[config.mk]
export PLATFORM = sky130hd
export DESIGN_NAME = pacman_round_sequencer
export DESIGN_NICKNAME = d
export VERILOG_FILES = /design/src/rtl/pacman_pkg.sv /design/src/rtl/pacman_tick_timer.sv /design/src/rtl/pacman_round_sequencer.sv
export SDC_FILE = /design/constraint.sdc
export NUM_CORES = 1
export LEC_CHECK = 0
export CAP_MARGIN = 30
export CELL_PAD_IN_SITES_DETAIL_PLACEMENT = 1
export CELL_PAD_IN_SITES_GLOBAL_PLACEMENT = 2
export CORE_AREA = 8 8 103 67
export CTS_BUF_LIST = sky130_fd_sc_hd__clkbuf_16
export CTS_CLUSTER_DIAMETER = 30
export DETAILED_ROUTE_END_ITERATION = 10
export DIE_AREA = 0 0 111 75
export MAX_ROUTING_LAYER = met4
export PLACE_DENSITY = 0.79
export SYNTH_ARGS = -nofsm -noshare
export SYNTH_HDL_FRONTEND = slang
export SYNTH_SLANG_ARGS = --single-unit
[constraint.sdc]
create_clock -name clk_50mhz -period 3.1 [get_ports clk_50mhz]
set_clock_uncertainty 0.2 [all_clocks]
set_input_delay 0.31 -clock clk_50mhz [delete_from_list [all_inputs] [get_ports clk_50mhz]]
set_output_delay 0.31 -clock clk_50mhz [all_outputs]
set_load 0.005 [all_outputs]
[src/rtl/pacman_pkg.sv]
// Shared Pac-Man encodings: round-sequencer states, facing-direction one-hots
// and level limits, used by the sequencer, movement and sprite blocks.
package pacman_pkg;

  localparam logic [2:0] IDLE      = 3'd0;
  localparam logic [2:0] READY     = 3'd1;
  localparam logic [2:0] PLAY      = 3'd2;
  localparam logic [2:0] DYING     = 3'd3;
  localparam logic [2:0] CLEAR     = 3'd4;
  localparam logic [2:0] GAME_OVER = 3'd5;

  localparam logic [3:0] DIR_RIGHT = 4'b0001;
  localparam logic [3:0] DIR_UP    = 4'b0100;
  localparam logic [3:0] DIR_LEFT  = 4'b0010;
  localparam logic [3:0] DIR_DOWN  = 4'b1000;

  localparam logic [3:0] MAX_LEVEL = 4'd15;

  // Death spin: Pac-Man rotates right, up, left, down as the frame advances.
  function automatic logic [3:0] death_dir(input logic [1:0] frame);
    case (frame)
      2'b00:   death_dir = DIR_RIGHT;
      2'b01:   death_dir = DIR_UP;
      2'b10:   death_dir = DIR_LEFT;
      default: death_dir = DIR_DOWN;
    endcase
  endfunction

endpackage

[src/rtl/pacman_tick_timer.sv]
// Animation-tick counter: cleared on phase entry, advanced by anim_tick,
// and flags when the count equals the target of the current phase.
module pacman_tick_timer
  import pacman_pkg::*;
(
  input  logic       clk,
  input  logic       rst_n,
  input  logic       i_clear,
  input  logic       i_tick,
  input  logic [7:0] i_target,
  output logic       o_done
);

  logic [7:0] r_count;

  always_ff @(posedge clk or negedge rst_n) begin
    if (!rst_n)       r_count <= 8'd0;
    else if (i_clear) r_count <= 8'd0;
    else if (i_tick)  r_count <= r_count + 8'd1;
  end

  assign o_done = (r_count == i_target);

endmodule

[src/rtl/pacman_round_sequencer.sv]
// Game-round controller: steps through intro, play, death, level-clear and
// game-over, tracking lives/level and issuing respawn and maze-refill pulses.
module pacman_round_sequencer
  import pacman_pkg::*;
#(
  parameter int START_LIVES  = 3,
  parameter int READY_TICKS  = 32,
  parameter int DEATH_FRAMES = 8,
  parameter int CLEAR_TICKS  = 16
) (
  input  logic       clk_50mhz,
  input  logic       reset,
  input  logic       anim_tick,
  input  logic       start_btn,
  input  logic       pacman_dead,
  input  logic       level_clear,
  output logic [2:0] game_state,
  output logic       freeze,
  output logic [1:0] lives,
  output logic [3:0] level,
  output logic [2:0] death_frame,
  output logic [3:0] pacman_cur_dir,
  output logic       round_reset,
  output logic       maze_reload
);

  logic [2:0] r_state;
  logic       r_start_q;
  logic [1:0] r_lives;
  logic [3:0] r_level;
  logic [2:0] r_death_frame;
  logic [3:0] r_dir;
  logic       r_round_reset;
  logic       r_maze_reload;

  logic [2:0] w_next_state;
  logic [7:0] w_target;
  logic       w_done;
  logic       w_start_pulse;

  assign w_start_pulse = start_btn & ~r_start_q;

  always_comb begin
    w_target = 8'hFF;
    case (r_state)
      READY:   w_target = 8'(READY_TICKS);
      DYING:   w_target = 8'(DEATH_FRAMES);
      CLEAR:   w_target = 8'(CLEAR_TICKS);
      default: w_target = 8'hFF;
    endcase
  end

  always_comb begin
    w_next_state = r_state;
    case (r_state)
      IDLE, GAME_OVER: if (w_start_pulse) w_next_state = READY;
      READY:           if (w_done) w_next_state = PLAY;
      PLAY: begin
        if (pacman_dead)      w_next_state = DYING;
        else if (level_clear) w_next_state = CLEAR;
      end
      DYING:           if (w_done) w_next_state = (r_lives <= 2'd1) ? GAME_OVER : READY;
      CLEAR:           if (w_done) w_next_state = READY;
      default:         w_next_state = IDLE;
    endcase
  end

  // Clearing on every state change means a tick in the transition cycle never
  // reaches the new state's count.
  pacman_tick_timer u_timer (
    .clk      (clk_50mhz),
    .rst_n    (reset),
    .i_clear  (w_next_state != r_state),
    .i_tick   (anim_tick),
    .i_target (w_target),
    .o_done   (w_done)
  );

  always_ff @(posedge clk_50mhz or negedge reset) begin
    if (!reset) begin
      r_state       <= IDLE;
      r_start_q     <= 1'b0;
      r_lives       <= 2'(START_LIVES);
      r_level       <= 4'd0;
      r_death_frame <= 3'd0;
      r_dir         <= DIR_RIGHT;
      r_round_reset <= 1'b0;
      r_maze_reload <= 1'b0;
    end else begin
      r_state       <= w_next_state;
      r_start_q     <= start_btn;
      r_round_reset <= 1'b0;
      r_maze_reload <= 1'b0;
      case (r_state)
        IDLE, GAME_OVER: begin
          if (w_start_pulse) begin
            r_lives       <= 2'(START_LIVES);
            r_level       <= 4'd1;
            r_dir         <= DIR_RIGHT;
            r_round_reset <= 1'b1;
            r_maze_reload <= 1'b1;
          end
        end
        PLAY: begin
          if (pacman_dead) begin
            r_death_frame <= 3'd0;
            r_dir         <= death_dir(2'b00);
          end
        end
        DYING: begin
          if (w_done) begin
            // Last life goes straight to game over with no respawn.
            if (r_lives <= 2'd1) begin
              r_lives <= 2'd0;
            end else begin
              r_lives       <= r_lives - 2'd1;
              r_dir         <= DIR_RIGHT;
              r_round_reset <= 1'b1;
            end
          end else if (anim_tick) begin
            r_death_frame <= r_death_frame + 3'd1;
            r_dir         <= death_dir(r_death_frame[1:0] + 2'd1);
          end
        end
        CLEAR: begin
          if (w_done) begin
            if (r_level != MAX_LEVEL) r_level <= r_level + 4'd1;
            r_dir         <= DIR_RIGHT;
            r_round_reset <= 1'b1;
            r_maze_reload <= 1'b1;
          end
        end
        default: ;
      endcase
    end
  end

  assign game_state     = r_state;
  assign freeze         = (r_state != PLAY);
  assign lives          = r_lives;
  assign level          = r_level;
  assign death_frame    = r_death_frame;
  assign pacman_cur_dir = r_dir;
  assign round_reset    = r_round_reset;
  assign maze_reload    = r_maze_reload;

endmodule

=== After elaboration in Yosys (flattened, before gate mapping) ===
Index checks and enable logic that the tools add are counted.

* Bits in registers: 27
* Latch bits: 0
* RAM bits: 0
* Memory bits (read-only): 0
* Input bits: 6
* Output and inout bits: 19
* Word-level logic and storage cells: 85
* Memories kept: 0

* Add/sub/neg operators: 5
* Multiply operators: 0
* Divide/modulo/power cells: 0
* Magnitude comparators: 1
* Equal/unequal tests: 20
* Shift operators: 0
* Multiplexer cells: 36
* Bitwise logic cells: 2
* Reductions and logical operators: 12

{| class="wikitable"
|+ Operator list
! cell !! count
|-
| two-way mux 4 bit || 8
|-
| two-way mux 3 bit || 10
|-
| one-hot mux 8 bit (3 select lines) || 1
|-
| two-way mux 8 bit || 2
|-
| one-hot mux 4 bit (4 select lines) || 1
|-
| one-hot mux 3 bit (5 select lines) || 1
|-
| one-hot mux 4 bit (3 select lines) || 1
|-
| != test 2 bit, second input constant || 5
|-
| adder 8 x 1 -> 8 bit, second input constant || 1
|-
| == test 8 bit || 1
|-
| one-hot mux 4 bit (2 select lines) || 1
|-
| AND reduction 4 bit || 2
|-
| nonzero test 2 bit || 4
|-
| == test 3 x 2 -> 1 bit, second input constant || 2
|-
| == test 3 bit, second input constant || 2
|-
| two-way mux 2 bit || 3
|-
| != test 3 x 2 -> 1 bit, second input constant || 2
|-
| one-hot mux 3 bit (2 select lines) || 1
|-
| AND reduction 6 bit || 1
|-
| adder 4 x 1 -> 4 bit, second input constant || 1
|-
| two-way mux 1 bit || 4
|-
| != test 2 x 1 -> 1 bit, second input constant || 2
|-
| != test 4 bit, second input constant || 1
|-
| one-hot mux 2 bit (2 select lines) || 1
|-
| 18 further kinds || 18
|}

=== Longest topological paths before layout ===
* Word-level depth: 7
* Gate-level depth with buffers: 7
* Gate-level depth less buffers: 6

=== Hierarchy ===
From an unflattened synthesis, not the netlist that was laid out.

* Cell total of the unflattened synthesis: 184
* Area total of the unflattened synthesis: 1724.2 um^2

{| class="wikitable"
|+ Modules (own cells, without submodules)
! module !! times used !! cells an instance !! area each (um^2) !! sequential area each (um^2)
|-
| pacman_round_sequencer || 1 || 135 || 1247.4 || 479.2
|-
| pacman_tick_timer || 1 || 49 || 476.7 || 200.2
|}

=== Worst setup path after synthesis ===
Ideal clock, no wire load.

* Path type: reg-to-reg
* From: register u_timer.r_count[1]
* To: register r_level[3] (netlist: level[3])
* Setup time: 0.079 ns
* Arrival time: 1.976 ns
* Required time: 2.821 ns
* Path slack: 0.844 ns
* Stages on the path, launching flop included: 7
* Path buffers: 0
* Period minus slack after synthesis: 2.256 ns
* Cell sequence: dfrtp_1 or4_4 a211oi_4 o2bb2ai_2 nand4_4 a211oi_2 mux2i_1

* Longest elaborated chain between the ends: 3

{| class="wikitable"
|+ Ends and longest elaborated chain
! item !! line !! RTL
|-
| from (decl) || pacman_tick_timer.sv:14 || <nowiki>logic [7:0] r_count;</nowiki>
|-
| from (signal assigned) || pacman_tick_timer.sv:19 || <nowiki>else if (i_tick) r_count <= r_count + 8'd1;</nowiki>
|-
| == test 8 bit || pacman_tick_timer.sv:22 || <nowiki>assign o_done = (r_count == i_target);</nowiki>
|-
| != test 2 x 1 -> 1 bit (no source line) || n/a ||
|-
| AND reduction 4 bit (no source line) || n/a ||
|-
| to (signal assigned) || pacman_round_sequencer.sv:127 || <nowiki>if (r_level != MAX_LEVEL) r_level <= r_level + 4'd1;</nowiki>
|-
| to (decl) || pacman_round_sequencer.sv:30 || <nowiki>logic [3:0] r_level;</nowiki>
|}

No other way between the ends.
A chain may end at the register's enable or synchronous reset.

=== Worst setup path after layout ===
* From: register r_state[2] (netlist: game_state[2])
* To: register u_timer.r_count[2]

* Longest elaborated chain between the ends: 7
* Elaborated cells between the ends (all ways): 19
* Those cells by class: eq/ne: 7; mux: 9; reduce/logical: 3

{| class="wikitable"
|+ Ends and longest elaborated chain
! item !! line !! RTL
|-
| from (decl) || pacman_round_sequencer.sv:27 || <nowiki>logic [2:0] r_state;</nowiki>
|-
| from (signal assigned) || pacman_round_sequencer.sv:90 || <nowiki>r_state <= w_next_state;</nowiki>
|-
| == test 3 bit, or another cell as far along || pacman_round_sequencer.sv:45, pacman_round_sequencer.sv:55 ||
|-
| one-hot mux 8 bit (3 select lines) || pacman_round_sequencer.sv:45 || <nowiki>case (r_state)</nowiki>
|-
| == test 8 bit || pacman_tick_timer.sv:22 ||
|-
| two-way mux 3 bit (on tied branches) || pacman_round_sequencer.sv:63, pacman_round_sequencer.sv:57, pacman_round_sequencer.sv:62 ||
|-
| one-hot mux 3 bit (5 select lines) || pacman_round_sequencer.sv:55 || <nowiki>case (r_state)</nowiki>
|-
| != test 3 bit (*) || pacman_round_sequencer.sv:73 || <nowiki>.i_clear (w_next_state != r_state),</nowiki>
|-
| two-way mux 8 bit or nonzero test 2 bit (tied branches) || n/a ||
|}

Every way passes the cells marked *; elsewhere a longest branch is shown, timed or not.

==> results.tsv <==
stage	metric	value	unit
status	run status	complete, no violations	
yosys	Seq/Total Area, Yosys	39.64	%
worst_setup_path	R2R Setup Slk	540	ps
worst_setup_path	Worst Setup Start Kind	flip-flop	
finish	Area Growth Syn to Fin	20.73	%
yosys	Post-synth EDFFs	0	
finish	layout cells sized above 1	11.11	%
clock_tree	number of clock sinks	27	
floorplanning	Starting Density	31.82	%
flow_run	max cap viols	0	
yosys	synthesized instance count	184	
timing	Worst slew margin	66.93	%
worst_setup_path	worst endpoint data arrival time	2510	ps
timing	Slew Viols, Final	0	
clock_tree	CTS tree	done	
drt	via/cell ratio	5.130	
drt	DRC Markers	0	
drt	Routed Wire Length	4.682	mm
timing	setup TNS	0	ps
timing	worst-margin pin slew	494.3	ps
power_and_ir_drop	Pwr Density	919.1	mW/mm2
placement	post-DP HPWL	3.638	mm
worst_setup_path	critical path required time	3040	ps
finish	fin nets	221	
timing	final hold vios	0	
floorplanning	die area	0.008325	mm2
drt	vias	1416	
power_and_ir_drop	Static Leak	0.0008476	uW
placement	Port-buffer cells	24	
global_routing	initial antenna violation count	0	
floorplanning	# rows	21	
timing	RSZ-0062 raised after global routing	no	
clock_tree	Root Buffer	clkbuf_16	
drt	DRT Pass-1 Iters	4	
timing	post-route minimum period	2562	ps
worst_setup_path	kind of critical path	flip-flop to flip-flop	
clock_tree	H-tree depth	1	
placement	GP Congestion	0.9081	
yosys	FFs w/ async S/R, synth	100.0	%
worst_setup_path	CP Capture Type	flip-flop	
timing	Final Cycle Share	82.66	%
yosys	Synth cell types	49	
yosys	Mean Syn Cell Area	9.316	um2
timing	f_max	390.3	MHz
clock_tree	CTS resizes	0	
floorplanning	io pins	25	
clock_tree	Hold Buf Count CTS	0	
finish	ANT cells	0	
global_routing	grt ovf	0	
yosys	Synth Flop Type	dfrtp_1	
clock_tree	postcts setup bufs	0	
power_and_ir_drop	Max VDD drop	0.0002330	V
timing	final setup vio count	0	
drt	Initial DRC Count	63	
clock_tree	clk buf depth	2	
global_routing	Total Routing Usage GR	12.48	%
clock_tree	clock slew at reported path FFs	70	ps
clock_tree	Skew-Pair Late Insertion Delay	270	ps
finish	highest-count cells in the layout ignoring fill and taps	24 x nor2_1, 24 x dfrtp_1, 24 x clkdlybuf4s50_1, 22 x nand2_1	
floorplanning	Die H	75	um
clock_tree	cts bufs inserted	3	
drt	Final ANT Viol Nets	0	
floorplanning	DIE WIDTH	111	um
yosys	Seq cells post-synth	27	
hold_path	Hold WC Path Type	input pin to asynchronous set/reset pin	
global_routing	vias in the first global route	1456	
yosys	Synth warnings	0	
floorplanning	Core ar.	0.005386	mm2
global_routing	first-pass GRT wire length	8.017	mm
global_routing	pin count of the biggest net entering global routing	28	
worst_setup_path	CP max FO	15	
yosys	synthesized net count	197	
timing	final hold slack	218.4	ps
yosys	synthesized area	0.001714	mm2
drt	routed length per instance	16.96	um
[registers in the layout, indices dropped and copies added, names as in the netlist]
name / flops
lives: 2
game_state: 3
pacman_cur_dir: 4
round_reset: 1
maze_reload: 1
level: 4
r_start_q: 1
death_frame: 3
u_timer.r_count: 8
[power by group]
part           internal [uW]  switching (uW)
clock network            176             134
logic                    428             479
registers                492             193
[metal layers]
metal  up-vias  wire length [um]  GRT usage, %
met5         -                 0             -
met4         0                38         2.381
met3         4               211         3.580
met2        22              1772         16.45
met1       687              2659         18.08
li1        703                 -             -
[final timing paths]
check / start / endpoint / cells past startpoint
max in group asynchronous: reset / lives[0] / 2
worst min-delay path: reset / pacman_cur_dir[3] / 2
min in group clk_50mhz: pacman_cur_dir[0] / pacman_cur_dir[0] / 2
worst max-delay path: game_state[2] / u_timer.r_count[2] / 6
worst max register to register: game_state[2] / u_timer.r_count[2] / 6
worst min register to register: pacman_cur_dir[0] / pacman_cur_dir[0] / 2
[worst max-delay path: stages, from the launching register on]
cell	delay [ps]
dfrtp_1	590
or3b_2	520
o22ai_1	300
o2bb2ai_2	230
nand2_1	210
o221ai_4	310
nor2_1	90
[cells in the mapped netlist, types with 2 or more instances]
cell | n | area, um2
a22o_1 | 3 | 26.28
nand2b_1 | 3 | 18.77
xor2_1 | 4 | 35.03
dfstp_2 | 3 | 78.83
ha_1 | 7 | 87.58
a2bb2oi_1 | 2 | 17.52
clkbuf_8 | 2 | 27.53
a21oi_1 | 12 | 60.06
mux2i_1 | 5 | 50.05
buf_6 | 2 | 22.52
nand2_1 | 22 | 82.58
o21ai_0 | 6 | 30.03
o22ai_1 | 2 | 12.51
o31ai_1 | 2 | 15.01
nand3_1 | 12 | 60.06
xnor2_1 | 3 | 26.28
nand4_1 | 8 | 50.05
a211oi_1 | 2 | 15.01
dfrtp_1 | 24 | 600.6
inv_1 | 6 | 22.52
nor2_1 | 24 | 90.09
or2b_2 | 3 | 26.28
[layout make-up]
cell class / instances / area (um2)
fillers: 630 / 3317
multi-input cells: 143 / 935.9
flip-flops and latches: 27 / 679.4
repair buffers: 27 / 262.8
well taps: 69 / 86.33
clock buffers: 3 / 75.07
inverters: 6 / 22.52
clock inverters: 1 / 7.507
[kinds of logic after synthesis]
logic type	Yosys count	share of synthesized area (%)
adder cells (fa/ha/maj)	7	5.109
multiplexers	5	2.920
flip-flops	27	39.64
XOR/XNOR	7	3.577
AO/OA/AOI/OAI	41	18.40
buffers and inverters	14	5.766
AND/OR/NAND/NOR	83	24.60
[stage by stage]
step / utilization (%) / setup slack (ps) / area, um2 / total power (uW) / cells
2_1_floorplan: - / 844.3 / 1714 / 1255 / 184
3_3_place_gp: 36.89 / 535.8 / 1987 / 1583 / 272
3_5_place_dp: 36.89 / 541.3 / 1987 / 1606 / 272
4_1_cts: 38.42 / 561.6 / 2069 / 1928 / 276
5_1_grt: 38.42 / 338.1 / 2069 / 2064 / 276
6_report: 38.42 / 537.6 / 2069 / 1902 / 276
Note: power is estimated with default switching activity, not from simulation.
